==> config.mk <==
export PLATFORM = sky130hd
export DESIGN_NAME = par2sep_pixel_flat
export DESIGN_NICKNAME = d
export VERILOG_FILES = /design/src/rtl/pix_pkg.sv /design/src/rtl/par2sep_pixel_if.sv /design/src/rtl/pix_hold_reg.sv /design/src/rtl/par2sep_pixel.sv /design/src/flat_wrapper.sv
export SDC_FILE = /design/constraint.sdc
export NUM_CORES = 1
export LEC_CHECK = 0
export CAP_MARGIN = 30
export CORE_UTILIZATION = 40
export CTS_CLUSTER_SIZE = 28
export DETAILED_ROUTE_END_ITERATION = 10
export SLEW_MARGIN = 10
export SYNTH_ARGS = -nofsm -noshare
export SYNTH_HDL_FRONTEND = slang
export SYNTH_HIERARCHICAL = 1
export SYNTH_SLANG_ARGS = --single-unit
==> constraint.sdc <==
create_clock -name clk -period 2.15 [get_ports clk]
set_input_delay 0.5375 -clock clk [delete_from_list [all_inputs] [get_ports clk]]
set_output_delay 0.5375 -clock clk [all_outputs]
set_load 0.005 [all_outputs]
==> src/rtl/pix_pkg.sv <==
// Shared pixel-stream definitions for the packer (sep2par) and unpacker (par2sep_pixel).
//   - pix_state_e        : unpacker buffer occupancy state
//   - *_DEF constants    : default pixel width and pixels per packed word
//   - PIX_CNT_W()        : width of a pixel index within one packed word
package pix_pkg;

  localparam int unsigned SEP_DATA_WIDTH_DEF = 24;
  localparam int unsigned SHIFT_WIDTH_DEF    = 8;

  typedef enum logic [1:0] {
    EMPTY = 2'd0,
    BUSY  = 2'd1,
    FULL  = 2'd2
  } pix_state_e;

  // Pixel index width; shift_width is at least 2, so this is at least 1.
  function automatic int unsigned PIX_CNT_W(input int unsigned shift_width);
    return $clog2(shift_width);
  endfunction

endpackage

==> src/rtl/par2sep_pixel_if.sv <==
// Packed-word input / pixel output stream bundle for par2sep_pixel.
//   din/din_valid/din_ready        : packed word in, valid/ready handshake
//   dout/dout_valid/dout_ready     : one pixel out, valid/ready handshake
//   dout_sof                       : marks pixel 0 of each word
// slave is the unpacker's view, master is the source/sink side.
interface par2sep_pixel_if import pix_pkg::*; #(
  parameter int unsigned SEP_DATA_WIDTH = SEP_DATA_WIDTH_DEF,
  parameter int unsigned SHIFT_WIDTH    = SHIFT_WIDTH_DEF
);

  localparam int unsigned WORD_W = SHIFT_WIDTH * SEP_DATA_WIDTH;

  logic [WORD_W-1:0]         din;
  logic                      din_valid;
  logic                      din_ready;
  logic [SEP_DATA_WIDTH-1:0] dout;
  logic                      dout_valid;
  logic                      dout_ready;
  logic                      dout_sof;

  modport slave (
    input  din, din_valid, dout_ready,
    output din_ready, dout, dout_valid, dout_sof
  );

  modport master (
    output din, din_valid, dout_ready,
    input  din_ready, dout, dout_valid, dout_sof
  );

endinterface

==> src/rtl/pix_hold_reg.sv <==
// Single-entry holding register with a valid flag.
//   clk, rst : clock and synchronous active-high reset
//   clear    : synchronous discard (same effect as rst)
//   load     : capture d and set valid (wins over unload)
//   unload   : drop valid once the entry has been consumed
//   d / q    : data in / held data
//   valid    : entry occupied
module pix_hold_reg #(
  parameter int unsigned WIDTH = 192
) (
  input  logic             clk,
  input  logic             rst,
  input  logic             clear,
  input  logic             load,
  input  logic             unload,
  input  logic [WIDTH-1:0] d,
  output logic [WIDTH-1:0] q,
  output logic             valid
);

  always_ff @(posedge clk) begin
    if (rst || clear) begin
      valid <= 1'b0;
      q     <= '0;
    end else if (load) begin
      valid <= 1'b1;
      q     <= d;
    end else if (unload) begin
      valid <= 1'b0;
    end
  end

endmodule

==> src/rtl/par2sep_pixel.sv <==
// Parallel-to-serial pixel unpacker: takes one packed word of SHIFT_WIDTH pixels
// per handshake and emits one pixel per clock, pixel 0 (MSB slice) first. A
// one-word holding register lets the next word queue up so consecutive words
// stream with no bubble.
//   clk   : clock, rising edge
//   rst   : synchronous active-high reset
//   flush : synchronous discard of all buffered pixels
//   bus   : par2sep_pixel_if.slave (din/din_valid/din_ready, dout/dout_valid/dout_ready/dout_sof)
module par2sep_pixel import pix_pkg::*; #(
  parameter int unsigned SEP_DATA_WIDTH = SEP_DATA_WIDTH_DEF,
  parameter int unsigned SHIFT_WIDTH    = SHIFT_WIDTH_DEF
) (
  input  logic            clk,
  input  logic            rst,
  input  logic            flush,
  par2sep_pixel_if.slave  bus
);

  localparam int unsigned WORD_W = SHIFT_WIDTH * SEP_DATA_WIDTH;
  localparam int unsigned CNT_W  = PIX_CNT_W(SHIFT_WIDTH);
  localparam logic [CNT_W-1:0] CNT_LAST = CNT_W'(SHIFT_WIDTH - 1);

  pix_state_e        state;
  logic [WORD_W-1:0] shifter;
  logic [WORD_W-1:0] shifted;
  logic [WORD_W-1:0] hold_q;
  logic [CNT_W-1:0]  cnt;
  logic              hold_v;
  logic              accept;
  logic              xfer;
  logic              last_xfer;
  logic              hold_load;
  logic              hold_unload;

  // Outputs decode from registers only; din_ready has no path from din_valid/dout_ready.
  assign bus.din_ready  = (state != FULL);
  assign bus.dout_valid = (state != EMPTY);
  assign bus.dout       = shifter[WORD_W-1 -: SEP_DATA_WIDTH];
  assign bus.dout_sof   = bus.dout_valid && (cnt == '0);

  assign accept    = bus.din_valid && bus.din_ready;
  assign xfer      = bus.dout_valid && bus.dout_ready;
  assign last_xfer = xfer && (cnt == CNT_LAST);
  assign shifted   = {shifter[WORD_W-SEP_DATA_WIDTH-1:0], {SEP_DATA_WIDTH{1'b0}}};

  // Park a word only when the shifter cannot take it directly this cycle.
  assign hold_load   = (state == BUSY) && accept && !last_xfer;
  assign hold_unload = (state == FULL) && hold_v && last_xfer;

  pix_hold_reg #(
    .WIDTH (WORD_W)
  ) u_hold (
    .clk    (clk),
    .rst    (rst),
    .clear  (flush),
    .load   (hold_load),
    .unload (hold_unload),
    .d      (bus.din),
    .q      (hold_q),
    .valid  (hold_v)
  );

  // Buffer-occupancy FSM with shifter and pixel counter.
  always_ff @(posedge clk) begin
    if (rst || flush) begin
      state   <= EMPTY;
      cnt     <= '0;
      shifter <= '0;
    end else begin
      case (state)
        EMPTY: begin
          if (accept) begin
            shifter <= bus.din;
            cnt     <= '0;
            state   <= BUSY;
          end
        end
        BUSY: begin
          if (last_xfer) begin
            cnt <= '0;
            if (accept) begin
              shifter <= bus.din;
            end else begin
              shifter <= shifted;
              state   <= EMPTY;
            end
          end else begin
            if (xfer) begin
              shifter <= shifted;
              cnt     <= cnt + CNT_W'(1);
            end
            if (accept) begin
              state <= FULL;
            end
          end
        end
        FULL: begin
          if (hold_unload) begin
            shifter <= hold_q;
            cnt     <= '0;
            state   <= BUSY;
          end else if (xfer) begin
            shifter <= shifted;
            cnt     <= cnt + CNT_W'(1);
          end
        end
        default: begin
          state <= EMPTY;
        end
      endcase
    end
  end

endmodule

==> src/flat_wrapper.sv <==
// flat-port wrapper written by rule: the top's interface ports become plain ports
module par2sep_pixel_flat import pix_pkg::*;
#(
  parameter int unsigned SEP_DATA_WIDTH = SEP_DATA_WIDTH_DEF,
  parameter int unsigned SHIFT_WIDTH    = SHIFT_WIDTH_DEF
)
  (clk, rst, flush, bus_din, bus_din_valid, bus_dout_ready, bus_din_ready, bus_dout, bus_dout_valid, bus_dout_sof);
  par2sep_pixel_if #(.SEP_DATA_WIDTH(SEP_DATA_WIDTH), .SHIFT_WIDTH(SHIFT_WIDTH)) bus_i ();
  input  logic clk;
  input  logic rst;
  input  logic flush;
  input wire logic [$bits(bus_i.din)-1:0] bus_din;
  input wire logic [$bits(bus_i.din_valid)-1:0] bus_din_valid;
  input wire logic [$bits(bus_i.dout_ready)-1:0] bus_dout_ready;
  output wire logic [$bits(bus_i.din_ready)-1:0] bus_din_ready;
  output wire logic [$bits(bus_i.dout)-1:0] bus_dout;
  output wire logic [$bits(bus_i.dout_valid)-1:0] bus_dout_valid;
  output wire logic [$bits(bus_i.dout_sof)-1:0] bus_dout_sof;
  assign bus_i.din = bus_din;
  assign bus_i.din_valid = bus_din_valid;
  assign bus_i.dout_ready = bus_dout_ready;
  assign bus_din_ready = bus_i.din_ready;
  assign bus_dout = bus_i.dout;
  assign bus_dout_valid = bus_i.dout_valid;
  assign bus_dout_sof = bus_i.dout_sof;
  par2sep_pixel #(.SEP_DATA_WIDTH(SEP_DATA_WIDTH), .SHIFT_WIDTH(SHIFT_WIDTH)) u_core (.clk(clk), .rst(rst), .flush(flush), .bus(bus_i));
endmodule
# Yosys cells after proc, flatten, opt, wreduce, memory -nomap -nowiden
# Cells that the tools add are included.
# totals
ff_bits	390
in_bits	197
output_inout_bits	27
elab_cells	50
# op_classes
n_addsub	1
eq_ne	8
mux	19
n_reduce_logical	17
# ops
op	n
$mux 192	5
$pmux 192 s3	1
$mux 3	4
$mux 2	5
$pmux 3 s3	1
$logic_and 1x1->1	8
$pmux 2 s3	1
$ne 2x1->1 const B	2
$reduce_and 4->1	1
$reduce_bool 2->1	2
$add 3x1->3 const B	1
$eq 3x3->1 const B	1
$logic_not 3->1	1
$ne 3x1->1 const B	1
$ne 3x3->1 const B	1
$reduce_bool 3->1	1
$eq 2x1->1 const B	1
$eq 2x2->1 const B	1
$logic_not 2->1	1
$mux 1	2
$ne 2x2->1 const B	1
$reduce_and 2->1	1
$logic_not 1->1	1
$logic_or 1x1->1	1

# Depth between registers and ports, before layout
# Gate-level depths: netlist of the first run.
# depth
depth_word	6
mapped_depth	13
mapped_depth_nobuf	6

# Hierarchy
# The synthesis of the first run kept the hierarchy.
# by_module_without_submodules
mod	instances	cells_each	area_per_inst_um2	seq_area_each_um2
par2sep_pixel	1	1719	14331.2	3943.8
pix_hold_reg	1	625	6985.4	3863.7

# Worst setup path before layout of the first run
# Ideal clock, no wire load.
# synth_timing
path_kind	register to register
startpoint	register u_core.state[0]
endpoint	register u_core.u_hold.q[120]
setup_time_ns	0.114
arrival_ns	2.220
required_time_ns	2.036
path_slack_ns	-0.185
path_stages_with_launch	14
path_buffers	7
period_less_slack_ns	2.335
cell_sequence	dfxtp_1 > inv_1 > ha_1 > buf_4 > and3b_1 > buf_2 > buf_2 > buf_2 > nor2_1 > buf_2 > buf_6 > buf_6 > mux2i_1 > nor2_1
# synth_between
elab_chain_cells	5
elab_cells_between_ends	9
classes_between	eq/ne: 2; reduce/logical: 7
# synth_rtl
item	line	rtl
start, declared	par2sep_pixel.sv:23	pix_state_e state;
start signal, assigned	par2sep_pixel.sv:66	state <= EMPTY;
start signal, assigned	par2sep_pixel.sv:75	state <= BUSY;
start signal, assigned	par2sep_pixel.sv:85	state <= EMPTY;
$reduce_bool 2->1	par2sep_pixel.sv:37	assign bus.dout_valid = (state != EMPTY);
$logic_and 1x1->1	par2sep_pixel.sv:42	assign xfer = bus.dout_valid && bus.dout_ready;
$logic_and 1x1->1	par2sep_pixel.sv:43	assign last_xfer = xfer && (cnt == CNT_LAST);
$logic_not 1->1	par2sep_pixel.sv:47	assign hold_load = (state == BUSY) && accept && !last_xfer;
$logic_and 1x1->1 *	par2sep_pixel.sv:47	
net u_core.hold_load	par2sep_pixel.sv:32	logic hold_load;
end signal, assigned	pix_hold_reg.sv:24	q <= '0;
end signal, assigned	pix_hold_reg.sv:27	q <= d;
end, declared	pix_hold_reg.sv:17	output logic [WIDTH-1:0] q,
# Mark *: on every way through the listed nets, which the timed path passes. The rest lies on a longest branch.
# A chain may end at the register's enable or synchronous reset.

# Worst setup path after layout of the first run
# layout_timing
startpoint	register u_core.cnt[0]
endpoint	register u_core.u_hold.q[47]
# layout_between
elab_chain_cells	4
# layout_rtl
item	line	rtl
start, declared	par2sep_pixel.sv:27	logic [CNT_W-1:0] cnt;
start signal, assigned	par2sep_pixel.sv:90	cnt <= cnt + CNT_W'(1);
start signal, assigned	par2sep_pixel.sv:104	cnt <= cnt + CNT_W'(1);
$eq 3x3->1	par2sep_pixel.sv:43	
$logic_and 1x1->1	par2sep_pixel.sv:43	
$logic_not 1->1	par2sep_pixel.sv:47	
$logic_and 1x1->1	par2sep_pixel.sv:47	
net u_core.hold_load	par2sep_pixel.sv:32	
# The timed path passes the listed nets, and every way through them passes these cells.

==> results of run 1 <==
==> synthesized netlist by cell type (all sizes together) <==
cell type,n
dfxtp,390
nor2,221
mux2i,218
clkbuf,172
a31oi,146
mux2,144
and3,134
o21ai,132
buf,126
o22ai,116
a222oi,106
a22oi,49
nand3,49
a21oi,46
or2,41
a32o,39
o211ai,27
a221oi,25
or3,25
o2111ai,24
nand2,18
a31o,14
a2111oi,13
o31ai,13
nor3,12
inv,9
ha,8
and2,4
nand2b,4
a211oi,3
and3b,3
nand3b,3
a211o,2
a21boi,2
nor2b,2
and4b,1
and4bb,1
nor3b,1
o21a,1
==> power groups by stage <==
stage	Sequential (W)	Clock (W)	Combinational, W
after global placement	0.00783	0	0.00305
after global routing	0.00771	0.00786	0.00375
after detailed placement	0.00784	0	0.00310
final	0.00771	0.00751	0.00359
after CTS	0.00768	0.00758	0.00320
after floorplan	0.00771	0	0.00171
==> what timing repair did <==
action	CTS	global route
endpoints found under the setup margin	20	362
buffers inserted	9	24
gates resized for setup	55	118
cloned	2	51
pin swaps	151	114
==> critical path: stages, from the launching register on <==
cell	delay (ns)
sky130_fd_sc_hd__dfxtp_2	0.32
sky130_fd_sc_hd__buf_6	0.11
sky130_fd_sc_hd__ha_4	0.15
sky130_fd_sc_hd__ha_4	0.17
sky130_fd_sc_hd__and3b_4	0.22
sky130_fd_sc_hd__buf_12	0.15
sky130_fd_sc_hd__nor2_4	0.18
sky130_fd_sc_hd__buf_6	0.16
sky130_fd_sc_hd__buf_12	0.16
sky130_fd_sc_hd__buf_12	0.15
sky130_fd_sc_hd__mux2i_1	0.23
sky130_fd_sc_hd__nor2_1	0.07
==> per-layer routing <==
metal / up-vias / GRT usage, %
met3: 270 / 4.66
met2: 1530 / 46.1
li1: 9612 / -
met1: 10931 / 39.8
met5: - / 0
met4: 6 / 13.3
==> final timing paths <==
kind / to
max: u_core/u_hold/q[47]$_SDFFE_PP0P_
min: u_core/u_hold/q[100]$_SDFFE_PP0P_
max reg2reg: u_core/u_hold/q[47]$_SDFFE_PP0P_
min reg2reg: u_core/u_hold/q[100]$_SDFFE_PP0P_
==> area by class of cell <==
type / instances / share of cell area, %
clock inverter: 11 / 0.299
multi-input combinational: 1650 / 43.5
inverter: 9 / 0.143
timing repair buffer: 499 / 21.5
clock buffer: 66 / 4.52
sequential: 390 / 27.1
tap: 688 / 2.98
==> cells by family (layout without fill, tap and decap cells) <==
family	Yosys count	count (layout)	share of synthesized area, %
DFF	390	390	36.6
and+or+nand+nor	519	522	12.2
muxes	362	362	17.8
AOI/OAI and AO/OA	758	758	25.3
buffers and inverters	307	585	7.58
adders and majority gates	8	8	0.470
==> sequential cells by signal (all words and copies together), names as in the netlist <==
register             cells
u_core/u_hold/q        192
u_core/state             2
u_core/u_hold/valid      1
u_core/cnt               3
u_core/shifter         192
==> through the flow <==
step                cells  TNS (ns)  setup WS (ns)  hold slack, ns
finish               3313     -7.02        -0.0903           0.494
floorplan            2344         0        0.00583           0.450
CTS                  3238     -5.07        -0.0968           0.493
detailed placement   3151   -135.92         -0.448           0.479
global placement     3151   -124.09         -0.446           0.470
global route         3313    -19.90         -0.140           0.518
==> flow_metrics.py, run 1 <==
metrics = {
    "status": {
        "status": "finished, violations left",
        "violations": "setup timing",
    },
    "finish": {
        "nNetsFinal": 2800,
        "multi_input_area_mm2": 0.0125,
        "post_route_cells_drive_above_1_share_pct": 23.9,
        "area_delta_synth_final_pct": 35.3,
        "layout.cells.most_common": "sky130_fd_sc_hd__dfxtp_1",
        "final_core_utilization_pct": 54.8,
        "final-seq-area_mm2": 0.00781,
        "layout.cells.most_common_list": "sky130_fd_sc_hd__dfxtp_1, sky130_fd_sc_hd__clkdlybuf4s50_1, sky130_fd_sc_hd__nor2_1",
        "antenna_cells": 0,
        "fillers": 4529,
        "layout.cell_area.non_filler_mm2": 0.0288,
    },
    "clock_tree": {
        "cts-root-to-sink-buffers": 3,
        "htree_num_levels": 2,
        "cts_tree": "built",
        "cts_hold_buffers": 0,
        "clock_buffer_count_from_cts": 45,
        "cts_root_buf": "sky130_fd_sc_hd__clkbuf_16",
        "number_of_sinks_on_the_clock_net": 390,
        "worst_setup_hold_path_clk_slew_ns": 0.06,
        "worst_skew_pair.late_latency_ns": 0.59,
    },
    "global_route": {
        "global_route_wire_length_before_repair_mm": 125,
        "globalRouteTotalUtil_pct": 29.5,
        "grt_antenna_before_repair": 3,
        "grt_max_degree": 79,
        "total_congestion_overflow_after_global_routing": 0,
        "first_global_vias": 20837,
    },
    "hold_path": {
        "min_path_cells": 2,
        "hold_start": "u_core/u_hold/q[100]$_SDFFE_PP0P_",
        "hp-class": "reg -> reg",
    },
    "pwr": {
        "fin_total_pwr_w": 0.0188,
        "vdd.ir_drop.worst_v": 0.000563,
        "power_density_mw_per_mm2": 652,
        "clock_power_share_pct": 39.9,
        "pwr-share-seq_pct": 41.0,
        "static-leakage-power_nw": 10.4,
        "sw_frac_of_total_pct": 28.4,
        "cell_internal_pwr_w": 0.0135,
        "combPwrFrac_pct": 19.1,
        "switching_power_w": 0.00533,
    },
    "worst_setup_path": {
        "worst-endpoint-required_ns": 2.60,
        "r2r_slack_ns": -0.09,
        "timing.critical_path.from": "u_core/cnt[0]$_SDFFE_PP0P_",
        "r2r_cells": 11,
        "r2r_start": "u_core/cnt[0]$_SDFFE_PP0P_",
        "crit_fanout": 7,
        "crit_type": "reg -> reg",
        "setup.worst_path.end_class": "register",
        "category_of_the_worst_setup_path_launch_point": "register",
        "crit_arrival_ns": 2.69,
    },
    "timing": {
        "setup_ws_ns": -0.0903,
        "fmax_mhz": 446,
        "tightest_slew_ns": 0.656,
        "fin_crit_sh_pct": 104,
        "number_of_endpoints_failing_setup_at_the_final_stage": 224,
        "finalCriticalPeriod_ns": 2.24,
        "worst_clock_skew_ns": 0.0238,
        "timing.final.max_slew_violations": 0,
        "finalHoldViolations": 0,
        "rsz0062_at_grt": "yes",
        "relSlewSlack_pct": 56.3,
    },
    "synthesis": {
        "seq_area_frac_synth_pct": 36.6,
        "synth_nets": 2549,
        "synthDistinctLibCells": 50,
        "synthTopCellsByArea": "sky130_fd_sc_hd__dfxtp_1, sky130_fd_sc_hd__mux2i_1, sky130_fd_sc_hd__mux2_2",
        "yosysTopAreaCellShare_pct": 36.6,
        "post_synth.cell_area_avg_um2": 9.09,
        "synth_top_cell_by_area": "sky130_fd_sc_hd__dfxtp_1",
        "ys_warn_count": 6,
        "yosys_register_bits": 390,
        "syn-instance-count": 2344,
        "netlist_area_mm2": 0.0213,
    },
    "floorplanning": {
        "core-area_mm2": 0.0527,
        "floorplan.die.height_um": 233,
        "chipWidth_um": 233,
        "die_area_mm2": 0.0542,
        "io_pins": 224,
        "placementRows": 84,
        "initial_core_util_pct": 40.5,
    },
    "placed_design": {
        "detailed_place.area_mm2": 0.0253,
        "place.port_buffers": 223,
        "gp_routability_congestion": 0.875,
        "detailedPlacementHpwl_mm": 53.8,
    },
    "route": {
        "via_density_per_instance": 6.75,
        "route.layer.met1.wl_mm": 35.7,
        "drtAntennaViolNets": 0,
        "detail_route.wl_per_cell_um": 27.3,
        "highest-signal-layer": "met5",
        "post-route-drc-count": 0,
        "drtIter0Drc": 3343,
        "detailed_routed_wire_length_on_met2_mm": 40.7,
        "routed-via-count": 22349,
        "totalWireLength_mm": 90.3,
        "route.met3.wl_mm": 9.37,
        "dr.pass1.iters": 9,
    },
    "job": {
        "drv.max_cap_violation_count": 0,
    },
}
(Power assumes the default switching activity.)
==> inputs of run 2 (changes only) <==
--- a/config.mk
+++ b/config.mk
@@ -7,7 +7,6 @@
 export LEC_CHECK = 0
 export CAP_MARGIN = 30
 export CORE_UTILIZATION = 40
-export CTS_CLUSTER_SIZE = 28
 export DETAILED_ROUTE_END_ITERATION = 10
 export SLEW_MARGIN = 10
 export SYNTH_ARGS = -nofsm -noshare
==> results of run 2 <==
No change in the layout: final DEF, timing and power equal those of run 1.
